[src/rtl/clk_div_pkg.sv]
`default_nettype none
// ============================================================================
// Module   : clk_div_pkg
// Purpose  : Shared definitions for the clock divider controller: controller
//            state encoding, default counter width and minimum legal divisor.
// Ports    : none (package)
// Revision : 1.0 - initial release
// ============================================================================
package clk_div_pkg;

  localparam int c_CNT_W_DEFAULT = 20;
  localparam int c_MIN_DIV       = 2;

  typedef enum logic [1:0] {
    ST_STOP = 2'd0,
    ST_RUN  = 2'd1,
    ST_PEND = 2'd2
  } state_t;

endpackage
`default_nettype wire

[src/rtl/clk_div_core.sv]
`default_nettype none
// ============================================================================
// Module   : clk_div_core
// Purpose  : Half-period counter and divided-clock toggle. Counts 1..H while
//            i_run is high and toggles o_clk each time the count reaches H.
// Ports    : i_clk, i_rst    - clock, asynchronous active-high reset
//            i_load          - restart: count back to 1, o_clk forced low
//            i_run           - advance the counter this cycle
//            i_half          - half period H (>= 1)
//            o_at_half       - count currently equals H (boundary cycle)
//            o_clk           - registered divided clock
//            o_tick          - one-cycle pulse in the first high cycle
// Revision : 1.0 - initial release
// ============================================================================
module clk_div_core
  import clk_div_pkg::*;
#(
  parameter int P_CNT_W = c_CNT_W_DEFAULT
) (
  input  logic               i_clk,
  input  logic               i_rst,
  input  logic               i_load,
  input  logic               i_run,
  input  logic [P_CNT_W-1:0] i_half,
  output logic               o_at_half,
  output logic               o_clk,
  output logic               o_tick
);

  logic [P_CNT_W-1:0] r_cnt;
  logic               r_clk;
  logic               r_tick;

  assign o_at_half = (r_cnt == i_half);
  assign o_clk     = r_clk;
  assign o_tick    = r_tick;

  always_ff @(posedge i_clk or posedge i_rst) begin
    if (i_rst) begin
      r_cnt  <= P_CNT_W'(1);
      r_clk  <= 1'b0;
      r_tick <= 1'b0;
    end else begin
      r_tick <= 1'b0;
      if (i_load) begin
        r_cnt <= P_CNT_W'(1);
        r_clk <= 1'b0;
      end else if (i_run) begin
        if (o_at_half) begin
          r_cnt  <= P_CNT_W'(1);
          r_clk  <= ~r_clk;
          // Tick only on the 0->1 toggle.
          r_tick <= ~r_clk;
        end else begin
          r_cnt <= r_cnt + P_CNT_W'(1);
        end
      end
    end
  end

endmodule
`default_nettype wire

[src/rtl/clk_div_ctrl.sv]
`default_nettype none
// ============================================================================
// Module   : clk_div_ctrl
// Purpose  : Run/stop controller for a programmable clock divider. Divisor
//            changes while running are held pending and applied only at the
//            end of a full period; stopping never truncates a high phase.
// Ports    : i_clk, i_rst    - clock, asynchronous active-high reset
//            i_enable        - level request to run the divided clock
//            i_cfg_valid     - new divisor offered
//            i_cfg_div       - offered divisor (unsigned)
//            o_cfg_ready     - divisor can be accepted (STOP/RUN)
//            o_cfg_err       - one-cycle pulse: divisor < 2 rejected
//            o_clk           - registered divided clock
//            o_tick          - pulse in the cycle o_clk rises
//            o_running       - high in RUN and PEND
// Revision : 1.0 - initial release
// ============================================================================
module clk_div_ctrl
  import clk_div_pkg::*;
#(
  parameter int P_CNT_W     = c_CNT_W_DEFAULT,
  parameter int P_DIV_RESET = 4
) (
  input  logic               i_clk,
  input  logic               i_rst,
  input  logic               i_enable,
  input  logic               i_cfg_valid,
  input  logic [P_CNT_W-1:0] i_cfg_div,
  output logic               o_cfg_ready,
  output logic               o_cfg_err,
  output logic               o_clk,
  output logic               o_tick,
  output logic               o_running
);

  state_t             r_state;
  state_t             w_state_nxt;
  logic [P_CNT_W-1:0] r_div;
  logic [P_CNT_W-1:0] r_pend;
  logic               r_err;

  logic [P_CNT_W-1:0] w_half;
  logic [P_CNT_W-1:0] w_div_src;
  logic               w_load_div;
  logic               w_store_pend;
  logic               w_core_load;
  logic               w_core_run;
  logic               w_at_half;
  logic               w_oclk;
  logic               w_fall;
  logic               w_hs;
  logic               w_legal;
  logic               w_hs_ok;

  // Odd divisors round down: H = floor(div/2).
  assign w_half  = {1'b0, r_div[P_CNT_W-1:1]};
  assign w_fall  = w_at_half & w_oclk;
  assign w_hs    = i_cfg_valid & o_cfg_ready;
  assign w_legal = (i_cfg_div >= P_CNT_W'(c_MIN_DIV));
  assign w_hs_ok = w_hs & w_legal;

  assign o_cfg_ready = (r_state != ST_PEND);
  assign o_running   = (r_state != ST_STOP);
  assign o_cfg_err   = r_err;
  assign o_clk       = w_oclk;

  always_comb begin
    w_state_nxt  = r_state;
    w_load_div   = 1'b0;
    w_div_src    = i_cfg_div;
    w_store_pend = 1'b0;
    w_core_load  = 1'b0;
    w_core_run   = 1'b0;
    case (r_state)
      ST_STOP: begin
        w_core_load = 1'b1;
        w_load_div  = w_hs_ok;
        if (i_enable) begin
          w_state_nxt = ST_RUN;
        end
      end
      ST_RUN, ST_PEND: begin
        // Stop immediately from a low phase; from a high phase only at the
        // 1->0 boundary so the high phase is never shortened.
        if (!i_enable && (!w_oclk || w_fall)) begin
          w_state_nxt = ST_STOP;
          w_core_load = ~w_oclk;
          w_core_run  = w_oclk;
          // A pending divisor (or one accepted in this very cycle) is not
          // lost by stopping.
          w_load_div  = (r_state == ST_PEND) | w_hs_ok;
          if (r_state == ST_PEND) begin
            w_div_src = r_pend;
          end
        end else begin
          w_core_run = 1'b1;
          if (w_fall && (r_state == ST_PEND)) begin
            w_load_div  = 1'b1;
            w_div_src   = r_pend;
            w_state_nxt = ST_RUN;
          end else if ((r_state == ST_RUN) && w_hs_ok) begin
            w_store_pend = 1'b1;
            w_state_nxt  = ST_PEND;
          end
        end
      end
      default: begin
        w_core_load = 1'b1;
        w_state_nxt = ST_STOP;
      end
    endcase
  end

  always_ff @(posedge i_clk or posedge i_rst) begin
    if (i_rst) begin
      r_state <= ST_STOP;
      r_div   <= P_CNT_W'(P_DIV_RESET);
      r_pend  <= '0;
      r_err   <= 1'b0;
    end else begin
      r_state <= w_state_nxt;
      r_err   <= w_hs & ~w_legal;
      if (w_load_div) begin
        r_div <= w_div_src;
      end
      if (w_store_pend) begin
        r_pend <= i_cfg_div;
      end
    end
  end

  clk_div_core #(
    .P_CNT_W (P_CNT_W)
  ) u_core (
    .i_clk     (i_clk),
    .i_rst     (i_rst),
    .i_load    (w_core_load),
    .i_run     (w_core_run),
    .i_half    (w_half),
    .o_at_half (w_at_half),
    .o_clk     (w_oclk),
    .o_tick    (o_tick)
  );

endmodule
`default_nettype wire

[config.mk]
export PLATFORM = sky130hd
export DESIGN_NAME = clk_div_ctrl
export DESIGN_NICKNAME = d
export VERILOG_FILES = /design/src/rtl/clk_div_pkg.sv /design/src/rtl/clk_div_core.sv /design/src/rtl/clk_div_ctrl.sv
export SDC_FILE = /design/constraint.sdc
export NUM_CORES = 1
export LEC_CHECK = 0
export ABC_AREA = 1
export CORE_ASPECT_RATIO = 1.1
export CORE_MARGIN = 2
export CORE_UTILIZATION = 45
export DETAILED_ROUTE_END_ITERATION = 8
export GPL_TIMING_DRIVEN = 0
export PLACE_DENSITY = 0.72
export SLEW_MARGIN = 10
export SYNTH_ARGS = -nofsm -noshare
export SYNTH_HDL_FRONTEND = slang
export SYNTH_SLANG_ARGS = --single-unit
[constraint.sdc]
create_clock -name i_clk -period 4.5 [get_ports i_clk]
set_clock_uncertainty 0.05 [all_clocks]
set_input_delay 0.9 -clock i_clk [delete_from_list [all_inputs] [get_ports i_clk]]
set_output_delay 0.9 -clock i_clk [all_outputs]
set_load 0.03 [all_outputs]
* Word-level counts from Yosys, hierarchy flattened
Index checks and enable logic that the tools add are counted.
** Cells by class
- Reduce and logical (&&, ||, !) cells :: 13
- Shift operators :: 0
- Mux-type cells :: 29
- Bitwise logic cells :: 7
- Equal/unequal tests :: 6
- Order comparisons :: 1
- Div/mod/pow operators :: 0
- $mul :: 0
- $add $sub $neg :: 1
** Operators by type and width (count)
- 20-bit 2-to-1 mux :: 7
- 20-bit by 1-bit adder with 20-bit output, second input constant :: 1
- 20-bit by 19-bit equality test with 1-bit output :: 1
- 20-bit by 2-bit >= comparator with 1-bit output, second input constant :: 1
- 1-bit 2-to-1 mux :: 16
- 2-bit 2-to-1 mux :: 4
- 2-bit nonzero test :: 3
- 1-bit bitwise AND :: 4
- 2-bit inequality test, second input constant :: 2
- 4-bit inequality test, second input constant :: 1
- 2-bit case mux with 2 select lines :: 1
- 2-bit AND reduction :: 2
- 1-bit logical AND :: 3
- 2-bit by 1-bit equality test with 1-bit output, second input constant :: 1
- 2-bit equality test, second input constant :: 1
- 1-bit logical NOT :: 2
- 2-bit logical NOT :: 1
- 1-bit inverter :: 2
- 1-bit case mux with 2 select lines :: 1
- 2-bit OR reduction :: 1
- 1-bit logical OR :: 1
- 1-bit bitwise OR :: 1
** Word-level totals
- Register bits after elaboration :: 65
- Input port bits :: 24
- Latch bits :: 0
- Memory bits (writable) :: 0
- Output and inout bits :: 5
- Logic and storage cells :: 64
- Memories :: 0
- Memory bits (read-only) :: 0

* Longest topological paths before layout
- Word-level depth :: 8
- Depth in mapped cells :: 15
- Mapped depth without buffers :: 14

* Hierarchy
A second synthesis with hierarchy kept.
** Second synthesis, totals
- Cell total of the unflattened synthesis :: 530
- Area total of the unflattened synthesis :: 3812.4 um^2
** Modules (own cells, without submodules)
- clk_div_ctrl :: cells an instance 290, times used 1, seq. area each 1027.2 um^2, area each 2208.4 um^2
- clk_div_core :: cells an instance 240, times used 1, seq. area each 551.8 um^2, area each 1604.0 um^2

* Worst setup path before layout
Ideal clock, no wire load.
- Kind :: reg2out
- From :: reg r_state[0]
- To :: out o_cfg_ready
- Required time :: 3550 ps
- Buffers on the path :: 2
- Path slack :: 2147 ps
- Arrival :: 1403 ps
- Cell stages (with the launch flop) :: 6
- Cells stage by stage :: dfrtp_1 inv_1 ha_1 clkbuf_1 clkinv_1 clkbuf_1
** Between the ends
- Cells in the longest elaborated chain, start to end :: 1
** RTL lines
- from (decl) :: line clk_div_ctrl.sv:36 : state_t r_state;
- from (signal assigned) :: line clk_div_ctrl.sv:121 : r_state <= w_state_nxt;
- 2-bit inequality test :: line clk_div_ctrl.sv:62 : assign o_cfg_ready = (r_state != ST_PEND);
- to (decl) :: line clk_div_ctrl.sv:29 : output logic o_cfg_ready,
No other way between the ends.

* Worst setup path after layout
Same ends and word-level chain as after synthesis.

==> flow_summary.ini <==
[final_layout]
multiInputGateArea_um2 = 2060
nNetsFinal = 637
ff_latch_area_um2 = 1580
fill_cells = 853
drive_gt1_share_pct = 12.7
syn_to_final_growth_pct = 14.6
n_antenna_cell = 0

[clock_network]
clock_sinks = 63
post_cts_buffers = 0
ctsHoldBuffers = 0
numCtsBuffers = 9
clock_path_buffers = 2
cts_resized = 0
insertion_delay_ps = 350
htreeDepth = 3
cts_tree = done
path_clk_slew_ps = 70
clockRootBuffer = clkbuf_8

[detailed_routing]
drtAntennaViolNets = 0
first_pass_iters = 5
via_per_inst = 5.27
route.detailed.drc = 0
drt_iter0_drc = 238
vias = 3832
post_drt_wl_per_cell_um = 14.4
routed_wl_um = 10500

[worst_setup_path]
reg2reg_depth = 11
cp.required_ps = 3550
crit_type = reg -> out
worstPathArrival_ps = 2750
crit_path_frequent_cell = clkbuf_1
path_cells = inv_1 -> ha_1 -> clkbuf_1 -> clkinv_1 -> clkbuf_1 -> clkdlybuf4s50_1
cp_slowest_cell = clkdlybuf4s50_1
crit_path_start_kind = flop
endpoint_kind = primary output
slowest_delay_ps = 660
cp_max_fo = 10

[synthesis]
syn_avg_cell_area_um2 = 7.09
synth-seq-cells = 63
ys_warn_count = 0
synthArstFlopShare_pct = 100
yosysSeqAreaShare_pct = 39.0
synth-edff-count = 0
synthesis.nets = 599
synthCells = 570
syn_area_um2 = 4040
synth_top_flop_cell = dfrtp_1
yosysUniqueCellTypes = 38

[placed_design]
hpwl_um = 7690
io_buffers = 27
place_ws_ps = 1220
routabilityCongestion = 0.901

[sta]
hold_ws_ps = 427
post-route-min-period_ps = 3700
slew_headroom_pct = 48.4
setup_viol = 0
tightestPinTransition_ps = 774
fin_crit_sh_pct = 82.2
rsz0062_at_grt = no
hold_viol_final = 0
final.setup.tns_ps = 0
setup_slack_ps = 801
maxClockFrequency_ghz = 0.270
finalMaxSlewViolations = 0

[power_and_ir_drop]
powerDensity_nw_per_um2 = 535
max-vdd-ir-drop_v = 0.000281
total_leakage_power_nw = 2.20

[floorplanning]
io_pins = 29
die_area_um2 = 9760
die_h_um = 103
start_util_pct = 46.0
fp.dieW_um = 94.4
rows = 36
fp.coreArea_um2 = 8780

[worst_hold_path]
holdPathStages = 2
hold_class = reg -> reg

[outcome]
run_status = finished clean

[grt]
grt_pass1_wl_um = 17600
grt_max_degree = 64
grt-ovfl-total = 0
antenna_found_initial = 0
grt_pass1_vias = 3578
grt_util_all_layers_pct = 23.4

[job]
timing.max_cap.violations = 0
[worst max-delay path: cells and delay by family (launching register included)]
kind       cells  cell delay [ps]
buf+inv        5             1830
flops          1              420
fa+ha+maj      1              150
[registers in the layout (all words and copies together) (netlist names)]
signal,count
u_core.r_cnt,20
r_div,19
r_pend,19
r_state,2
o_cfg_err,1
u_core.o_clk,1
u_core.o_tick,1
[report_power, final]
group / internal, W / switching (W)
Sequential: 0.000749 / 0.000160
Combinational: 0.000404 / 0.000716
Clock: 0.000214 / 0.000237
Total: 0.00137 / 0.00111
[cells in the mapped netlist, types with 3 or more instances]
| master | count | share of area (%) |
|---|---|---|
| nand2_1 | 191 | 18 |
| dfrtp_1 | 61 | 38 |
| inv_1 | 60 | 5.6 |
| nand3_1 | 49 | 6.1 |
| o21ai_0 | 38 | 4.7 |
| nor2_1 | 31 | 2.9 |
| a21oi_1 | 24 | 3.0 |
| nand4_1 | 13 | 2.0 |
| nand2_2 | 11 | 1.7 |
| inv_2 | 10 | 0.93 |
| o21ai_2 | 10 | 2.2 |
| clkbuf_1 | 7 | 0.65 |
| buf_6 | 5 | 1.4 |
| ha_1 | 5 | 1.5 |
| nor3_1 | 5 | 0.62 |
| xor2_1 | 5 | 1.1 |
| buf_2 | 4 | 0.50 |
| nor2_4 | 4 | 1.1 |
| nor4_1 | 4 | 0.62 |
| o21ai_1 | 4 | 0.50 |
| xnor2_1 | 4 | 0.87 |
| nand3_2 | 3 | 0.74 |
| nor2_2 | 3 | 0.46 |
[kinds of logic after synthesis]
group / after synthesis / synth area share, %
flops: 63 / 39.0
fa+ha+maj: 5 / 1.55
xor+xnor: 9 / 1.95
buf+inv: 91 / 9.90
compound gates: 80 / 11.2
simple gates: 322 / 36.4
[through the flow]
stage	util [%]	std cells	cell area (um^2)	power (W)
floorplan	-	570	4040	0.00172
global placement	50.7	711	4460	0.00198
global route	52.8	727	4630	0.00270
CTS	52.8	727	4630	0.00248
finish	52.8	727	4630	0.00248
detailed placement	50.8	711	4460	0.00203
[layout make-up]
type / count / area share, %
plain buffers: 19 / 2.81
clock buffers: 11 / 3.05
clock inverters: 5 / 0.729
inverters: 72 / 5.89
multi-input cells: 416 / 44.5
flip-flops and latches: 63 / 34.1
well taps: 114 / 3.08
repair buffers: 27 / 5.83
[cells in the final DEF (no fill, tap or decap), types with 2 or more instances in the layout]
| cell type | synthesis | final |
|---|---|---|
| nand2_1 | 191 | 191 |
| dfrtp_1 | 61 | 61 |
| inv_1 | 60 | 59 |
| nand3_1 | 49 | 49 |
| o21ai_0 | 38 | 38 |
| nor2_1 | 31 | 31 |
| clkdlybuf4s50_1 | 0 | 27 |
| a21oi_1 | 24 | 24 |
| nand4_1 | 13 | 13 |
| nand2_2 | 11 | 11 |
| inv_2 | 10 | 10 |
| o21ai_2 | 10 | 10 |
| clkbuf_8 | 0 | 10 |
| clkbuf_1 | 7 | 8 |
| buf_6 | 5 | 5 |
| nor3_1 | 5 | 5 |
| xor2_1 | 5 | 5 |
| ha_1 | 5 | 5 |
| nor4_1 | 4 | 4 |
| o21ai_1 | 4 | 4 |
| nor2_4 | 4 | 4 |
| xnor2_1 | 4 | 4 |
| buf_2 | 4 | 4 |
| nor2_2 | 3 | 3 |
| nand3_2 | 3 | 3 |
| clkinv_1 | 2 | 2 |
| nand2_4 | 2 | 2 |
| o22ai_1 | 2 | 2 |
| clkinv_2 | 0 | 2 |
| clkinvlp_4 | 0 | 2 |
| dfstp_2 | 2 | 2 |
[layer usage]
layer	GRT usage, %	wire length [um]	up-vias
met3	4.86	619	25
met4	9.25	312	0
li1	-	-	1896
met5	0	0	-
met2	38.2	5030	135
met1	30.7	4490	1776
[path summary, 6_finish.rpt]
kind	startpoint	end	slack [ps]
min in group asynchronous	i_rst	u_core.o_clk$_DFFE_PP0P_	990
min reg2reg	r_div[2]$_DFFE_PP1P_	r_div[2]$_DFFE_PP1P_	430
max	r_state[0]$_DFFE_PP0P_	o_cfg_ready	800
min	r_div[2]$_DFFE_PP1P_	r_div[2]$_DFFE_PP1P_	430
max reg2reg	r_state[0]$_DFFE_PP0P_	r_div[7]$_DFFE_PP0P_	1950
max in group asynchronous	i_rst	r_pend[1]$_DFFE_PP0P_	2890
Power figures use the tool's default switching activity.
